$ cat src/rtl/c17_resp_misr.sv
// MISR response compactor for the two C17 primary outputs, with a pass/fail verdict.
// Optional X-masking of response bits is enabled with `define C17_MISR_XMASK_EN.
module c17_resp_misr #(
  parameter int             SIG_W = 16,
  parameter logic [SIG_W-1:0] POLY = 16'h002D,
  parameter int             CNT_W = 16
) (
  input  logic             clk,
  input  logic             rst,
  input  logic             start,
  input  logic [CNT_W-1:0] pat_count,
  input  logic             resp_valid,
  input  logic [1:0]       resp,
  output logic             resp_ready,
  input  logic [SIG_W-1:0] golden,
  output logic             busy,
  output logic             done,
  output logic             pass,
  output logic [SIG_W-1:0] signature
`ifdef C17_MISR_XMASK_EN
  ,
  input  logic [1:0]       resp_xmask
`endif
);

  localparam logic [1:0] IDLE = 2'd0;
  localparam logic [1:0] RUN  = 2'd1;
  localparam logic [1:0] DONE = 2'd2;

  logic [1:0]       state;
  logic [CNT_W-1:0] count;
  logic [CNT_W-1:0] target;
  logic [CNT_W-1:0] count_inc;
  logic [SIG_W-1:0] sig_next;
  logic [1:0]       r;
  logic             accept;
  logic             last;

`ifdef C17_MISR_XMASK_EN
  assign r = resp & ~resp_xmask;
`else
  assign r = resp;
`endif

  assign accept    = (state == RUN) && resp_valid && resp_ready;
  assign count_inc = count + CNT_W'(1);
  assign last      = accept && (count_inc == target);

  assign sig_next = {signature[SIG_W-2:0], 1'b0}
                  ^ (signature[SIG_W-1] ? POLY : '0)
                  ^ {{(SIG_W-2){1'b0}}, r};

  // pass holds the signature/golden comparison taken on the DONE-entry edge,
  // so the verdict stays frozen with the signature while done is high.
  always_ff @(posedge clk) begin
    if (rst) begin
      state      <= IDLE;
      count      <= '0;
      target     <= '0;
      signature  <= '0;
      resp_ready <= 1'b0;
      busy       <= 1'b0;
      done       <= 1'b0;
      pass       <= 1'b0;
    end else begin
      case (state)
        IDLE, DONE: begin
          if (start) begin
            signature <= '0;
            count     <= '0;
            target    <= pat_count;
            if (pat_count == '0) begin
              state      <= DONE;
              resp_ready <= 1'b0;
              busy       <= 1'b0;
              done       <= 1'b1;
              pass       <= (golden == '0);
            end else begin
              state      <= RUN;
              resp_ready <= 1'b1;
              busy       <= 1'b1;
              done       <= 1'b0;
              pass       <= 1'b0;
            end
          end
        end
        RUN: begin
          if (accept) begin
            signature <= sig_next;
            count     <= count_inc;
            if (last) begin
              state      <= DONE;
              resp_ready <= 1'b0;
              busy       <= 1'b0;
              done       <= 1'b1;
              pass       <= (sig_next == golden);
            end
          end
        end
        default: begin
          state      <= IDLE;
          resp_ready <= 1'b0;
          busy       <= 1'b0;
          done       <= 1'b0;
          pass       <= 1'b0;
        end
      endcase
    end
  end

endmodule

$ cat config.mk
export PLATFORM = sky130hd
export DESIGN_NAME = c17_resp_misr
export DESIGN_NICKNAME = d
export VERILOG_FILES = /design/src/rtl/c17_resp_misr.sv
export SDC_FILE = /design/constraint.sdc
export NUM_CORES = 1
export LEC_CHECK = 0
export CORE_UTILIZATION = 47
export CTS_CLUSTER_DIAMETER = 150
export DETAILED_ROUTE_END_ITERATION = 8
export DONT_BUFFER_PORTS = 1
export SYNTH_ARGS = -nofsm -noshare
export SYNTH_HDL_FRONTEND = slang
export SYNTH_SLANG_ARGS = --single-unit
$ cat constraint.sdc
create_clock -name clk -period 2.7 [get_ports clk]
set_input_delay 0.27 -clock clk [delete_from_list [all_inputs] [get_ports clk]]
set_output_delay 0.27 -clock clk [all_outputs]
set_load 0.05 [all_outputs]
==> flow_summary.toml <==
[run_status]
outcome = "complete, no violations"

[clock_network]
cts.repair.resized = 0
clk_latency_ns = 0.30
postCtsSetupRepairBufs = 0
clk_pin_slew_ns = 0.09
cts_hold_repair.buffers = 0
tritoncts = "built"
ctsRootBufferMaster = "clkbuf_8"
cts_made_buffers = 5
htree_levels = 2
max-clock-path-buffers = 2
clkSinkCount = 51

[layout]
drive_gt1_frac = 0.0940
syn2layout_area_growth_pct = 7.61
antenna-diode-count = 0
final_area_um2 = 3130
layout.nets = 421
final_util = 0.526

[logic_synthesis]
syn-num-nets = 422
synth_most_common_cell = "nand2_1"
ys_seq_area_frac = 0.351
synth.ff_latch_count = 51
yosys.cell_types.count = 51
yosys.area.top_type_share = 0.351
synth_enable_flop_cells = 0
yosysTopAreaCell = "dfxtp_1"
syn-instance-count = 383
async_reset_ff_frac = 0
synth_top_flop_cell = "dfxtp_1"
synth.avg_cell_area_um2 = 7.60
mappedNetlistArea_um2 = 2910
yosys-top-cells-area = "dfxtp_1 35%, a21oi_1 8.4%, nand2_1 8.3%, xnor2_1 8.1%, nand3_1 4.3%"
yosys_warnings = 0
synth_common_cells = "64 x nand2_1, 51 x dfxtp_1, 49 x a21oi_1, 27 x xnor2_1, 25 x nand3_1"

[detailed_routing]
ant_nets = 0
first_pass_iters = 4
detail_route.wirelength_mm = 7.47
post_drt_wl_per_cell_um = 16.3
post_drt_via_cell_ratio = 5.94
drt_first_iter_violations = 203
remaining_drc_errors = 0
via_count = 2720

[global_route]
grt_pass1_wl_mm = 12.0
grt_antenna_before_repair = 0
vias_in_the_first_global_route = 2425
grt_start_max_net_pins = 52
global_route.usage.total = 0.243
grt_overflow_total = 0

[critical_path]
worstPathMaxFanout = 6
crit_path_start_kind = "register"
number_of_cell_instances_on_the_worst_register_to_register_path = 8
critical_path_arrival_ns = 2.75
criticalPathCategory = "reg -> reg"
worstPathRequired_ns = 2.93
worst_setup_path_end_kind = "register"

[power]
p_switching_w = 0.000385
power-per-cell-area_nw_per_um2 = 458
p_clk_frac = 0.321
switching_share = 0.269
maximum_vdd_ir_drop_v = 0.000263
share_seq_of_total_power = 0.555
static_power_due_to_leakage_nw = 1.04
combPwrFrac = 0.124
power_report.internal_total_w = 0.00105

[floorplanning]
dieWidth_um = 80.7
die-height_um = 80.7
top_level_ports = 58
core_region_area_um2 = 5960
initial_utilization = 0.489
placement_rows = 28
die_area_um2 = 6510

[job]
maxCapViolCount = 0

[sta]
rsz0062_at_grt = "false"
max_slew.worst_pin.slew_ns = 0.777
slew_violations = 0
fmax_mhz = 396
final.setup.tns_ns = 0
slew_headroom = 0.481
setup_viol_count_final = 0
report.final.hold_viol_count = 0
fin_crit_sh = 0.935
worst_clock_skew_ns = 0.0102
post_layout_min_period_ns = 2.52

[placement]
io_buffers = 0
place.detailed.hpwl_mm = 5.43
placed_cell_area_um2 = 3040
routability_cong = 0.935

[hold_path]
holdCritPathClass = "in -> reg"
worst_hold_depth = 1
-- cell usage in the layout, fill, tap and decap left out, types with 2 or more instances in the layout --
cell type  count
a31oi_1        3
nor4_1         9
a22oi_1        3
nor3_1         4
o22ai_1        2
nor4_2         2
a211oi_1       2
xor2_1        12
o31ai_1        3
nor2b_1        6
mux2i_1        2
nand2_1       64
nand4_1       12
inv_1          5
a21oi_1       49
nand2b_1       3
a311oi_1       4
buf_4         21
nor2_1        24
and3_1         4
o21ai_0       11
and2_1         2
o21ai_1        2
nand3_1       25
or4_1          3
or3_1          2
clkbuf_8       6
dfxtp_1       51
xnor2_1       27
-- kinds of logic (layout without fill, tap and decap cells) --
family          count (synthesis)  in the layout  synth area share
xor+xnor                       39             39             0.117
compound gates                 87             87             0.178
mux                             3              3            0.0107
flops                          51             51             0.351
buf+inv                        34             34            0.0494
simple gates                  168            168             0.289
fa+ha+maj                       1              1           0.00430
-- worst paths after layout --
kind | from | endpoint | slack (ns)
worst max-delay path | count[0] | pass | 0.18
worst min-delay path | rst | signature[5] | 0.02
worst max register to register | count[0] | pass | 0.18
worst min register to register | target[2] | target[2] | 0.47
-- registers in the layout, summed over array words and instances (netlist names) --
| signal | count |
|---|---|
| target | 16 |
| state | 1 |
| pass | 1 |
| signature | 16 |
| count | 16 |
| done | 1 |
-- worst max-delay path, stage by stage, from the launching register on --
cell and delay [ns]:
dfxtp_1 0.34, ha_1 0.24, nand3_1 0.20, or4_4 0.61, xnor2_1 0.15, a221oi_1 0.26
nand4_1 0.14, or2_1 0.26, a221oi_2 0.23
-- per-stage QoR --
step / total power (W) / instances / setup slack (ns) / hold WS, ns
after CTS: 0.00145 / 458 / 0.185 / 0.00755
after detailed placement: 0.000989 / 450 / 0.208 / 0.345
final: 0.00143 / 458 / 0.176 / 0.0213
after floorplan: 0.000953 / 383 / 0.338 / 0.406
after global routing: 0.00150 / 458 / 0.0130 / 0.00986
after global placement: 0.000988 / 450 / 0.282 / 0.343
-- final cells by class --
| class | count | area (um2) |
|---|---|---|
| Multi-Input combinational cell | 298 | 1750 |
| Fill cell | 597 | 2820 |
| Timing Repair Buffer | 21 | 158 |
| Inverter | 5 | 18.8 |
| Clock inverter | 1 | 8.76 |
| Sequential cell | 51 | 1020 |
| Tap cell | 75 | 93.8 |
| Clock buffer | 7 | 86.3 |
-- metal layers --
metal / up-vias / GRT usage / wire length, um
li1: 1343 / - / -
met1: 1270 / 0.339 / 3500
met2: 102 / 0.382 / 3400
met3: 5 / 0.0432 / 501
met4: 0 / 0.0643 / 66
met5: - / 0 / 0
-- power groups by stage --
stage,registers [W],logic (W),clock network [W]
6_report,0.000796,0.000177,0.000461
5_1_grt,0.000799,0.000197,0.000500
4_1_cts,0.000796,0.000177,0.000477
3_5_place_dp,0.000813,0.000176,0
3_3_place_gp,0.000813,0.000175,0
2_1_floorplan,0.000814,0.000140,0
Power figures use the tool's default switching activity.
